### src/rtl/updown_counter_tick_param.sv
// -----------------------------------------------------------------------------
// updown_counter_tick_param
//
// Purpose:
//   WIDTH-bit up/down counter that steps on an internally generated tick.
//   The tick comes from a prescaler on the single system clock (no derived
//   clock) and runs at SLOW_HZ or FAST_HZ. End-of-range behaviour is wrap,
//   saturate or bounce. There is a synchronous load and a terminal-count
//   pulse. All outputs are registered.
//
// Ports:
//   Clk50MHz  in   1      system clock, rising edge
//   RST       in   1      asynchronous active-high reset
//   SS        in   1      1 = run, 0 = pause (prescaler, count, DIR hold)
//   UD        in   1      1 = up, 0 = down (bounce mode: sampled on LOAD only)
//   SPEED     in   1      0 = SLOW_HZ, 1 = FAST_HZ
//   MODE      in   2      00/11 = wrap, 01 = saturate, 10 = bounce
//   LOAD      in   1      synchronous load strobe
//   LOAD_VAL  in   WIDTH  value loaded on LOAD
//   CNT_OUT   out  WIDTH  current count
//   TICK      out  1      one-cycle pulse on every step edge
//   TC        out  1      one-cycle pulse when a step hits a range boundary
//   DIR       out  1      effective direction, 1 = up
// -----------------------------------------------------------------------------
module updown_counter_tick_param #(
    parameter int WIDTH   = 8,
    parameter int CLK_HZ  = 50000000,
    parameter int SLOW_HZ = 1,
    parameter int FAST_HZ = 5
) (
    input  logic             Clk50MHz,
    input  logic             RST,
    input  logic             SS,
    input  logic             UD,
    input  logic             SPEED,
    input  logic [1:0]       MODE,
    input  logic             LOAD,
    input  logic [WIDTH-1:0] LOAD_VAL,
    output logic [WIDTH-1:0] CNT_OUT,
    output logic             TICK,
    output logic             TC,
    output logic             DIR
);

    localparam int DIV_S   = CLK_HZ / SLOW_HZ;
    localparam int DIV_F   = CLK_HZ / FAST_HZ;
    localparam int DIV_MAX = (DIV_S > DIV_F) ? DIV_S : DIV_F;
    localparam int PW      = $clog2(DIV_MAX);

    localparam logic [PW-1:0]    LAST_S  = PW'(DIV_S - 1);
    localparam logic [PW-1:0]    LAST_F  = PW'(DIV_F - 1);
    localparam logic [PW-1:0]    P_ONE   = PW'(1);
    localparam logic [WIDTH-1:0] C_ONE   = WIDTH'(1);
    localparam logic [WIDTH-1:0] CNT_MAX = '1;

    localparam logic [1:0] MODE_SAT    = 2'b01;
    localparam logic [1:0] MODE_BOUNCE = 2'b10;

    logic [WIDTH-1:0] r_cnt;
    logic [PW-1:0]    r_presc;
    logic             r_tick;
    logic             r_tc;
    logic             r_dir;
    logic             r_speed_q;

    logic             w_bounce;
    logic             w_up;
    logic             w_at_max;
    logic             w_at_min;
    logic             w_presc_last;
    logic             w_speed_chg;
    logic [WIDTH-1:0] w_step_cnt;
    logic             w_step_tc;
    logic             w_step_dir;

    // Next count / TC / DIR for a step edge. Wrap relies on natural
    // modulo-2^WIDTH overflow of the increment and decrement.
    always_comb begin
        w_bounce     = (MODE == MODE_BOUNCE);
        w_up         = w_bounce ? r_dir : UD;
        w_at_max     = (r_cnt == CNT_MAX);
        w_at_min     = (r_cnt == '0);
        w_presc_last = (r_presc == (SPEED ? LAST_F : LAST_S));
        w_speed_chg  = (SPEED != r_speed_q);

        w_step_cnt   = w_up ? (r_cnt + C_ONE) : (r_cnt - C_ONE);
        w_step_tc    = 1'b0;
        w_step_dir   = w_bounce ? r_dir : UD;

        case (MODE)
            MODE_SAT: begin
                // Pinned at a boundary: hold and repeat TC on every tick.
                if ((w_up && w_at_max) || (!w_up && w_at_min)) begin
                    w_step_cnt = r_cnt;
                    w_step_tc  = 1'b1;
                end
            end
            MODE_BOUNCE: begin
                // Reverse at the end so the boundary value is not repeated.
                if (r_dir && w_at_max) begin
                    w_step_cnt = CNT_MAX - C_ONE;
                    w_step_dir = 1'b0;
                    w_step_tc  = 1'b1;
                end else if (!r_dir && w_at_min) begin
                    w_step_cnt = C_ONE;
                    w_step_dir = 1'b1;
                    w_step_tc  = 1'b1;
                end
            end
            default: begin
                w_step_tc = (w_up && w_at_max) || (!w_up && w_at_min);
            end
        endcase
    end

    // Priority: RST > LOAD > SPEED change > step. Outside bounce mode DIR
    // tracks UD on every running cycle; during pause it holds.
    always_ff @(posedge Clk50MHz or posedge RST) begin
        if (RST) begin
            r_cnt     <= '0;
            r_presc   <= '0;
            r_tick    <= 1'b0;
            r_tc      <= 1'b0;
            r_dir     <= 1'b1;
            r_speed_q <= 1'b0;
        end else begin
            r_speed_q <= SPEED;
            if (LOAD) begin
                r_cnt   <= LOAD_VAL;
                r_presc <= '0;
                r_dir   <= UD;
                r_tick  <= 1'b0;
                r_tc    <= 1'b0;
            end else if (w_speed_chg) begin
                // Restart the period at the new rate; no step this cycle.
                r_presc <= '0;
                r_tick  <= 1'b0;
                r_tc    <= 1'b0;
                if (SS && !w_bounce) begin
                    r_dir <= UD;
                end
            end else if (SS) begin
                if (w_presc_last) begin
                    r_presc <= '0;
                    r_tick  <= 1'b1;
                    r_cnt   <= w_step_cnt;
                    r_tc    <= w_step_tc;
                    r_dir   <= w_step_dir;
                end else begin
                    r_presc <= r_presc + P_ONE;
                    r_tick  <= 1'b0;
                    r_tc    <= 1'b0;
                    if (!w_bounce) begin
                        r_dir <= UD;
                    end
                end
            end else begin
                r_tick <= 1'b0;
                r_tc   <= 1'b0;
            end
        end
    end

    assign CNT_OUT = r_cnt;
    assign TICK    = r_tick;
    assign TC      = r_tc;
    assign DIR     = r_dir;

endmodule

### config.mk
export PLATFORM = sky130hd
export DESIGN_NAME = updown_counter_tick_param
export DESIGN_NICKNAME = d
export VERILOG_FILES = /design/src/rtl/updown_counter_tick_param.sv
export SDC_FILE = /design/constraint.sdc
export NUM_CORES = 1
export LEC_CHECK = 0
export ABC_AREA = 0
export BUFFER_PORTS_ARGS = -buffer_cell sky130_fd_sc_hd__clkbuf_2
export CAP_MARGIN = 25
export CORE_MARGIN = 1
export CORE_UTILIZATION = 38
export DETAILED_ROUTE_END_ITERATION = 7
export GPL_ROUTABILITY_DRIVEN = 0
export MAX_ROUTING_LAYER = met4
export PLACE_DENSITY = 0.55
export SLEW_MARGIN = 10
export SYNTH_ARGS = -nofsm -noshare
export SYNTH_HDL_FRONTEND = slang
export SYNTH_SLANG_ARGS = --single-unit
### constraint.sdc
create_clock -name Clk50MHz -period 3.6 [get_ports Clk50MHz]
set_clock_uncertainty 0.2 [all_clocks]
set_input_delay 0.36 -clock Clk50MHz [delete_from_list [all_inputs] [get_ports Clk50MHz]]
set_output_delay 0.36 -clock Clk50MHz [all_outputs]
set_load 0.02 [all_outputs]
# == Yosys cells after proc, flatten, opt, wreduce, memory -nomap -nowiden ==
# Cells that the tools add are included.
# op_classes
n_addsub,3
n_eq_ne,8
n_mux,35
reduce_logical,15
# op_table
operator,n
$mux 26,5
$mux 8,8
$add 26x1->26 const B,1
$eq 26x26->1,1
$mux 1,20
$pmux 8 s2,1
$add 8x1->8 const B,1
$eq 8x8->1 const B,1
$logic_not 8->1,1
$sub 8x1->8 const B,1
$logic_and 1x1->1,5
$reduce_and 4->1,1
$reduce_bool 2->1,2
$logic_not 1->1,3
$ne 3x2->1 const B,1
$ne 3x3->1 const B,1
$reduce_bool 3->1,1
$eq 2x1->1 const B,1
$eq 2x2->1 const B,1
$ne 2x2->1 const B,1
$pmux 1 s2,1
$reduce_and 2->1,1
$logic_or 1x1->1,1
$ne 1x1->1,1
# word_totals
regBits,38
output_inout_bits,11

# == Depth between registers and ports, before layout ==
# logic_depth
word_depth,11
mapped_depth,12
mapped_depth_nobuf,10

# == Least setup slack after synthesis ==
# Ideal clock, no wire load.
# synth_timing
path_type,reg-to-reg
from,"register r_dir, in the netlist DIR"
to,"register r_cnt[7], in the netlist CNT_OUT[7]"
setup_ps,122
arrival_ps,2555
required_time_ps,3278
slack_ps,723
stages_incl_launch_ff,11
path_buffers,1
synth_period_minus_slack_ps,2877
path_cell_list,dfstp_2 and3b_2 a21o_1 buf_6 clkinv_1 ha_1 and4_1 a31o_2 a32oi_1 o31ai_1 a32o_1
# synth_via
elab_chain_len,9
elab_cells_between_ends,19
cone_classes,eq/ne (1); mux (10); reduce/logical (8)
# synth_rtl
element,line,source
"start, declared",63,logic r_dir;
"start signal, assigned",148,r_dir <= w_step_dir;
$mux 1 or $logic_not 1->1 (tied branches),--,
$mux 8 or $logic_and 1x1->1 (tied branches),"86, 104",
$mux 8,104,end else if (!r_dir && w_at_min) begin
$mux 8,100,if (r_dir && w_at_max) begin
$pmux 8 s2,90,case (MODE)
$mux 8,143,if (w_presc_last) begin
$mux 8,142,end else if (SS) begin
$mux 8,134,end else if (w_speed_chg) begin
$mux 8,128,if (LOAD) begin
"end signal, assigned",146,r_cnt <= w_step_cnt;
"end, declared",59,logic [WIDTH-1:0] r_cnt;
# Several ways; a longest one is shown, not always the timed one. The select of a mux whose other input is x is not followed.
# A chain may end at the register's enable or synchronous reset.

# == Worst setup path after layout ==
# Ends and elaborated chain as after synthesis.

==> qor_table.md <==
| Step | Metric | Reported |
|---|---|---|
| clock tree | Number of buffers created by CTS | 5 |
| global route | Initial antenna violation count | 0 |
| detailed routing | Count of vias placed by the detailed router | 2200 |
| power | Overall power consumption | 1.11 mW |
| global route | First-pass GRT wire length | 10400 microns |
| run status | Violations in the final reports | DRC |
| timing | Max Transition Viols Final | 0 |
| timing | Final critical delay including setup and external delays | 3.15 ns |
| logic synthesis | Most used DFF post-synth | sky130_fd_sc_hd__dfrtp_1 |
| job | Max-cap violations | 0 |
| timing | Final hold vios | 0 |
| timing | Slew HR | 51.8% |
| logic synthesis | Total of flip-flops plus latches after synthesis | 38 |
| setup path | Data required time of the critical path | 3.59 ns |
| floorplan | Std cell rows | 29 |
| clock tree | Clock transition at path regs | 0.08 ns |
| setup path | Largest fanout on the critical path | 8 |
| logic synthesis | Total nets after synthesis | 304 |
| place | Half-perimeter wire length after placement | 4170 microns |
| clock tree | Post-CTS repair timing setup buffer count | 0 |
| power | P_leak | 1.21 nW |
| detailed routing | Iter 0 DRT Violations | 135 |
| layout | Final antenna diode count | 0 |
| logic synthesis | Count of cell types in the netlist | 64 |
| setup path | Arrival time worst endpoint | 3.14 ns |
| worst hold path | WHS Path Cells | 1 |
| timing | Pin slew with the least headroom to its limit | 0.718 ns |
| logic synthesis | Warnings from Yosys | 0 |
| logic synthesis | Syn avg cell area | 9.15 sq um |
| global route | Number of global-route vias before repair | 2053 |
| timing | Count of endpoints failing setup in the final report | 0 |
| setup path | Worst Reg-to-Reg Cells | 9 |
| floorplan | Initial core utilization | 40.1% |
| place | Count of buffers inserted at the top-level ports | 26 |
| timing | Highest Clock Rate | 317 MHz |
| run status | Run status | finished with violations |
| floorplan | Die height | 84.8 microns |
| clock tree | H-Tree Depth | 2 |
| setup path | Worst Setup End Kind | register |
| logic synthesis | Number of flops mapped to enable cells by yosys | 0 |
| power | VDD IR-drop max | 143 uV |
| floorplan | I/O pin count | 27 |
| clock tree | Clock tree from TritonCTS | built |
| layout | Area growth from synthesis to layout | 10.1% |
| layout | Number of nets in the layout | 325 |
| clock tree | Clock tree root driver cell | sky130_fd_sc_hd__clkbuf_8 |
| logic synthesis | Proportion of synthesized flip-flops having asynchronous set or reset | 100% |
| floorplan | Core region area | 6490 sq um |
| detailed routing | First-pass iteration count of the detailed router | 6 |
| global route | Pin count of the biggest net entering global routing | 39 |
| setup path | Nature of the critical path startpoint | register |
| place | Setup slack at placement | 0.478 ns |
| detailed routing | Post-detailed-routing wire length | 5980 microns |
| detailed routing | Count of nets left with antenna violations after detail routing | 0 |
| floorplan | Die X | 84.8 microns |
| timing | Unrepaired setup endpoints after global routing | false |
| detailed routing | Routed len/inst | 15.6 microns |
| clock tree | Number of instances resized during post-cts repair | 0 |
| layout | Fraction of final layout cells with drive strength greater than 1 | 17.9% |
| detailed routing | Remaining routing DRC violations | 5 |
| logic synthesis | Cell area after synthesis | 2610 sq um |
| logic synthesis | Synthesized instance count | 285 |
| timing | PnR worst setup slack | 0.445 ns |
| clock tree | Hold_buf cts | 1 |
| timing | Total negative slack | 0 ns |
| global route | Total congestion overflow after global routing | 0 |
| global route | All-Layer GR Usage | 18.6% |
| floorplan | Die outline area | 7200 sq um |
| timing | Share of the clock period used by the worst path | 87.6% |
| worst hold path | HP Class | primary input to register |
| detailed routing | Vias per Instance | 5.73 |
| clock tree | Clk Latency, worst-skew pair | 0.29 ns |
| clock tree | Maximum clock path buffer count | 2 |
| logic synthesis | Part of the Yosys area used for sequential elements | 36.5% |
| power | Pwr/cell area | 388 nW/um^2 |
| layout | Fill cell count | 647 |
| clock tree | Sinks on Clock Net | 38 |
| setup path | Critical path class | register to register |
## placed cells by master, fill, tap and decap left out, drive strengths merged, types with 3 or more instances in the layout
cell and count:
dfrtp 37, clkbuf 33, o21ai 28, nand2 22, nor2 22, nand3 16, xor2 11, nand2b 10
o31ai 10, nand4 9, inv 8, nor3 8, and3 7, mux2i 6, nor4 6, xnor2 5
and2 5, a21oi 4, a32o 4, and4 4, o22ai 3, ha 3, buf 3, o41ai 3
## cell type report
cell class                 count  area [sq um]  area share (%)
inverter                       9          33.8            1.18
sequential                    38           952            33.2
tap                           77          96.3            3.36
clock buffer                   7          86.3            3.01
multi-input combinational    222          1510            52.6
clock inverter                 1          30.0            1.05
timing repair buffer          30           163            5.66
## flip-flops by register name, indices dropped and copies added (netlist names)
| signal | count |
|---|---|
| r_speed_q | 1 |
| DIR | 1 |
| CNT_OUT | 8 |
| r_presc | 26 |
| TC | 1 |
| TICK | 1 |
## layer usage
layer / wire, microns / vias to the layer above / global-route usage [%]
li1: - / 1096 / -
met1: 3000 / 1044 / 26.4
met2: 2680 / 54 / 26.9
met3: 243 / 6 / 3.40
met4: 62 / 0 / 5.86
met5: 0 / - / -
## critical path: stages (launching register included)
cell                       delay (ns)
sky130_fd_sc_hd__dfstp_2         0.59
sky130_fd_sc_hd__and3b_2         0.24
sky130_fd_sc_hd__a21o_1          0.25
sky130_fd_sc_hd__clkinv_1        0.28
sky130_fd_sc_hd__ha_1            0.40
sky130_fd_sc_hd__and4_1          0.23
sky130_fd_sc_hd__a31o_2          0.24
sky130_fd_sc_hd__a32oi_1         0.25
sky130_fd_sc_hd__o31ai_1         0.10
sky130_fd_sc_hd__a32o_1          0.27
## synthesized netlist by cell type (7+ instances only)
cell type / number / share of area (%)
sky130_fd_sc_hd__and3_1: 7 / 1.7
sky130_fd_sc_hd__dfrtp_1: 37 / 36
sky130_fd_sc_hd__inv_1: 8 / 1.2
sky130_fd_sc_hd__nand2_1: 22 / 3.2
sky130_fd_sc_hd__nand2b_1: 10 / 2.4
sky130_fd_sc_hd__nand3_1: 15 / 2.9
sky130_fd_sc_hd__nand4_1: 9 / 2.2
sky130_fd_sc_hd__nor2_1: 22 / 3.2
sky130_fd_sc_hd__nor3_1: 8 / 1.5
sky130_fd_sc_hd__o21ai_0: 27 / 5.2
sky130_fd_sc_hd__o31ai_1: 10 / 2.9
sky130_fd_sc_hd__xor2_1: 11 / 3.7
## through the flow
| step | instance area [sq um] | hold WS [ns] | instances | util (%) |
|---|---|---|---|---|
| after floorplan | 2610 | 0.191 | 285 | - |
| after global placement | 2750 | 0.287 | 375 | 42.3 |
| after detailed placement | 2750 | 0.297 | 375 | 42.3 |
| after CTS | 2870 | 0.0851 | 384 | 44.2 |
| after global routing | 2870 | 0.0895 | 384 | 44.2 |
| final | 2870 | 0.0957 | 384 | 44.2 |
## report_power, final
group / internal [mW] / leakage [nW] / switching [mW]
Combinational: 0.0960 / 0.647 / 0.135
Sequential: 0.449 / 0.507 / 0.0466
Clock: 0.226 / 0.0585 / 0.160
## path summary, 6_finish.rpt
kind | slack (ns) | start | endpoint
max | 0.45 | DIR | CNT_OUT[7]
max reg2reg | 0.45 | DIR | CNT_OUT[7]
min in group asynchronous | 0.51 | RST | r_presc[8]
min reg2reg | 0.31 | r_presc[5] | r_presc[5]
max in group asynchronous | 2.32 | RST | r_presc[5]
min | 0.1 | SPEED | r_speed_q
## kinds of logic after synthesis
kind of cell	synth area share, %
multiplexers	3.45
AND/OR/NAND/NOR	28.7
flip-flops	36.5
XOR/XNOR	5.37
adder cells (fa/ha/maj)	1.44
buffers and inverters	5.76
AO/OA/AOI/OAI	18.8
Note: power is estimated with default switching activity, not from simulation.
